[config.mk]
export PLATFORM = sky130hd
export DESIGN_NAME = div_ctrl
export DESIGN_NICKNAME = d
export VERILOG_FILES = /design/src/rtl/div_ctrl_pkg.sv /design/src/rtl/div_ctrl.sv
export SDC_FILE = /design/constraint.sdc
export NUM_CORES = 1
export LEC_CHECK = 0
export ABC_AREA = 1
export CORE_MARGIN = 2
export CORE_UTILIZATION = 44
export DETAILED_ROUTE_END_ITERATION = 10
export PLACE_DENSITY = 0.86
export SLEW_MARGIN = 20
export SYNTH_ARGS = -nofsm -noshare
export SYNTH_HDL_FRONTEND = slang
export SYNTH_SLANG_ARGS = --single-unit
[constraint.sdc]
create_clock -name clk -period 14.53 [get_ports clk]
set_input_delay 2.906 -clock clk [delete_from_list [all_inputs] [get_ports clk]]
set_output_delay 2.906 -clock clk [all_outputs]
set_load 0.02 [all_outputs]
[src/rtl/div_ctrl_pkg.sv]
// rtl/div_ctrl_pkg.sv - shared defines for the divide controller: divider handshake levels and FSM states
package div_ctrl_pkg;

   localparam logic DIV_START = 1'b1;
   localparam logic DIV_STOP  = 1'b0;
   localparam logic ENABLE    = 1'b1;
   localparam logic DISABLE   = 1'b0;

   localparam int WD_W = 7;

   typedef enum logic [1:0] {
      ST_IDLE = 2'd0,
      ST_WAIT = 2'd1,
      ST_DONE = 2'd2
   } div_state_t;

endpackage

[src/rtl/div_ctrl.sv]
// rtl/div_ctrl.sv - EX-stage controller sequencing a multi-cycle divider and capturing HI/LO
module div_ctrl
   import div_ctrl_pkg::*;
#(
   parameter int TIMEOUT = 64
) (
   input  logic        clk,
   input  logic        rst,
   input  logic        div_req_i,
   input  logic        div_signed_i,
   input  logic [31:0] reg1_i,
   input  logic [31:0] reg2_i,
   input  logic        flush_i,
   input  logic [63:0] div_result_i,
   input  logic        div_ready_i,
   output logic [31:0] div_opdata1_o,
   output logic [31:0] div_opdata2_o,
   output logic        div_signed_o,
   output logic        div_start_o,
   output logic        div_annul_o,
   output logic        stallreq_o,
   output logic [31:0] hi_o,
   output logic [31:0] lo_o,
   output logic        whilo_o,
   output logic        timeout_o
);

   div_state_t      state;
   logic [WD_W-1:0] wd_cnt;
   logic [31:0]     op1;
   logic [31:0]     op2;
   logic            op_signed;
   logic            in_idle;
   logic            in_wait;
   logic            accept;
   logic            wd_expire;

   assign in_idle = (state == ST_IDLE);
   assign in_wait = (state == ST_WAIT);
   assign accept  = in_idle & div_req_i & ~flush_i;

   // Ready in the last permitted cycle still wins over the watchdog; flush wins over both.
   assign wd_expire = in_wait & ~flush_i & ~div_ready_i
                    & (wd_cnt == WD_W'(TIMEOUT - 1));

   always_ff @(posedge clk or posedge rst) begin
      if (rst) begin
         state     <= ST_IDLE;
         wd_cnt    <= '0;
         op1       <= '0;
         op2       <= '0;
         op_signed <= 1'b0;
         hi_o      <= '0;
         lo_o      <= '0;
      end else begin
         case (state)
            ST_IDLE: begin
               if (accept) begin
                  op1       <= reg1_i;
                  op2       <= reg2_i;
                  op_signed <= div_signed_i;
                  wd_cnt    <= '0;
                  state     <= ST_WAIT;
               end
            end
            ST_WAIT: begin
               if (flush_i) begin
                  state <= ST_IDLE;
               end else if (div_ready_i) begin
                  hi_o  <= div_result_i[63:32];
                  lo_o  <= div_result_i[31:0];
                  state <= ST_DONE;
               end else if (wd_expire) begin
                  state <= ST_IDLE;
               end else begin
                  wd_cnt <= wd_cnt + 1'b1;
               end
            end
            ST_DONE: state <= ST_IDLE;
            default: state <= ST_IDLE;
         endcase
      end
   end

   assign div_opdata1_o = op1;
   assign div_opdata2_o = op2;
   assign div_signed_o  = op_signed;
   assign div_start_o   = in_wait ? DIV_START : DIV_STOP;
   assign div_annul_o   = in_wait & (flush_i | wd_expire);
   assign timeout_o     = wd_expire;
   assign whilo_o       = (state == ST_DONE) ? ENABLE : DISABLE;

   // The request cycle stalls too, but nothing may be requested while reset is held.
   assign stallreq_o    = ~rst & (accept | in_wait);

endmodule

==> results.cfg <==
[clock_network]
hold_buffers = 0
postCtsSetupBuffers = 0
cts.sinks = 138
worstSkewPairLatency_ns = 0.40
path_clk_slew_ns = 0.05
clk_path_buf_depth = 2
h-tree-depth = 4
cts_made_buffers = 17
cts_resized = 0
tritoncts = done
clock_tree.root_cell = clkbuf_16

[worst_setup_path]
timing.critical_path.cells = clkdlybuf4s50_1 -> inv_2 -> nand4_4 -> a21oi_1 -> clkdlybuf4s50_1
cp_max_fo = 27
end_kind = output pin
critical-path-slowest-cell = clkdlybuf4s50_1
crit_type = input port to output pin
start_kind = input port
cp.arrival_ns = 4.60
cp_data_required_time_ns = 11.62
path_buf_inv = 3
critical-path-max-stage-delay_ns = 0.62
crit_family = buffers and inverters
cp_common_cell = clkdlybuf4s50_1

[routing]
via_per_inst = 4.53
route.final.wire_length_um = 14500
dr.pass1.iters = 4
drc = 0
wl_per_cell_um = 13.7
initialDrtViolationCount = 274
ant_nets = 0
vias = 4805

[global_routing]
grt_use_total_pct = 22.2
grt_pass1_vias = 4803
grt_first_pass_wirelength_um = 23100
grt_max_degree = 114
grt_overflow_total = 0
grt_antenna_before_repair = 1

[timing]
finalSetupTns_ns = 0
period_share_pct = 51.7
maxSlewViolCount = 0
relSlewSlack_pct = 27.3
hold_viol_final = 0
tightestPinTransition_ns = 1.09
setup_viol = 0
max_freq_ghz = 0.133
min_period_ns = 7.51
skew_ns = 0.00557
rsz0062_at_grt = no

[logic_synthesis]
ys_seq_area_share_pct = 63.0
synth-simple-area-share_pct = 21.3
yosys.area.top_type = dfrtp_1
synth_xor_area_share_pct = 0.320
syn_inst = 619
synth_top_cells_by_area = dfrtp_1, nand2_1, inv_1
synth_compound_area_share_pct = 6.39
synth_top_family_by_area = simple AND/OR/NAND/NOR gates
ys_seq_elements = 138
yosysUniqueCellTypes = 22
synthMuxAreaShare_pct = 0
synth_fa_ha_area_share_pct = 0.228
syn_area_sq_um = 5480
syn_nets = 754
ys.warnings.count = 0
synth.top_cell.area_share_pct = 63.0
post_synth.cell_area_avg_sq_um = 8.85

[power_and_ir_drop]
p_clk_share_pct = 35.5
p_sw_share_pct = 29.0
comb_power_share_pct = 28.9
p_leak_nw = 4.43
seqPwrFrac_pct = 35.5
intPower_mw = 1.03
p_switching_uw = 418
p_total_mw = 1.44
ir_drop_mv = 0.0736
power_density_nw_per_um2 = 162

[final_layout]
final_cells = 1060
diodes = 0
area_growth_pct = 62.8
nFillCells = 869
fin_area_sq_um = 8920
finalNetCount = 1014
final_layout_size_suffix_gt1_share_pct = 4.71

[placement]
dpl_cell_area_sq_um = 8210
dp_cells = 1028
numPortBuffers = 267
dpl.hpwl_um = 10200
globalplace.congestion = 0.770

[floorplanning]
core-area_sq_um = 12100
die_h_um = 116
rows = 40
ios = 268
fp.dieArea_sq_um = 13400
start_util_pct = 45.4
dieWidth_um = 116

[run_status]
outcome = complete, no violations

[flow_run]
cap_violations = 0

[min_path]
hp-class = flop to flop
-- cell families (layout without fill, tap and decap cells) --
logic type	Yosys count	count (layout)
and+or+nand+nor	302	302
DFF	138	138
buffers and inverters	107	380
AOI/OAI and AO/OA	69	69
xor gates and xnor gates	2	2
adders and majority gates	1	1
-- worst register-to-register path, delay by kind of cell, from the launching register on --
family / cells / cell delay, ns
buffers and inverters: 4 / 1.42
AND/OR/NAND/NOR: 4 / 0.43
flip-flops: 1 / 0.37
-- final timing paths --
path | depth (start not counted) | startpoint | end | slack, ns
max in group asynchronous | 3 | rst | div_opdata1_o[17] | 10.20
setup / recovery | 5 | flush_i | stallreq_o | 7.02
hold / removal | 2 | lo_o[25] | lo_o[25] | 0.48
hold reg to reg | 2 | lo_o[25] | lo_o[25] | 0.48
min in group asynchronous | 2 | rst | div_opdata2_o[25] | 2.96
setup reg to reg | 8 | state[1] | lo_o[10] | 12.25
-- sequential cells by signal (all words and copies together), names as in the netlist --
name,count
state,2
wd_cnt,7
lo_o,32
div_signed_o,1
div_opdata1_o,32
hi_o,32
div_opdata2_o,32
-- Yosys cell counts --
cell type,n
nand2_1,280
dfrtp_1,138
inv_1,74
o21ai_0,50
buf_2,19
o21ai_1,16
nand3_1,11
nor2_1,7
buf_6,6
inv_2,4
buf_4,2
clkbuf_1,2
a21oi_1,1
ha_1,1
nand2_2,1
nand3_2,1
nand4_1,1
nand4_2,1
o211ai_1,1
o21bai_1,1
xnor2_1,1
xor2_1,1
-- through the flow --
step	worst slack, ns	hold slack (ns)	util [%]
floorplan	7.86	0.512	-
global placement	7.00	0.461	68.1
detailed placement	7.00	0.464	68.1
CTS	7.00	0.479	74.0
global route	6.90	0.491	74.0
finish	7.02	0.475	74.0
-- metal layers --
layer	vias up	routed length (um)	GRT usage, %
li1	2383	-	-
met1	2201	5730	25.3
met2	208	7180	38.7
met3	13	1480	8.16
met4	0	152	7.47
met5	-	0	0
-- layout by cell type (no fill, tap or decap), types with 2 or more instances in the layout --
master           count
nor2_1               7
inv_1               73
clkdlybuf4s50_1    267
clkbuf_8             3
o21ai_1             16
nand2_1            280
clkinvlp_4           2
clkbuf_16           17
dfrtp_1            138
bufinv_16            7
nand3_1             11
buf_4                3
o21ai_0             50
inv_2                4
-- power groups by stage --
stage,clock (mW),combinational [mW],sequential (mW)
after CTS,0.521,0.424,0.513
after global placement,0,0.414,0.514
after detailed placement,0,0.421,0.518
final,0.513,0.418,0.513
after floorplan,0,0.0845,0.619
after global routing,0.542,0.451,0.522
-- layout make-up --
class | count | area, sq um | share of cell area [%]
multi-input cells | 374 | 1560 | 17.4
repair buffers | 270 | 2700 | 30.2
well taps | 168 | 210 | 2.36
clock buffers | 21 | 470 | 5.27
inverters | 78 | 298 | 3.34
clock inverters | 11 | 239 | 2.68
flip-flops and latches | 138 | 3450 | 38.7
Power figures use the tool's default switching activity.
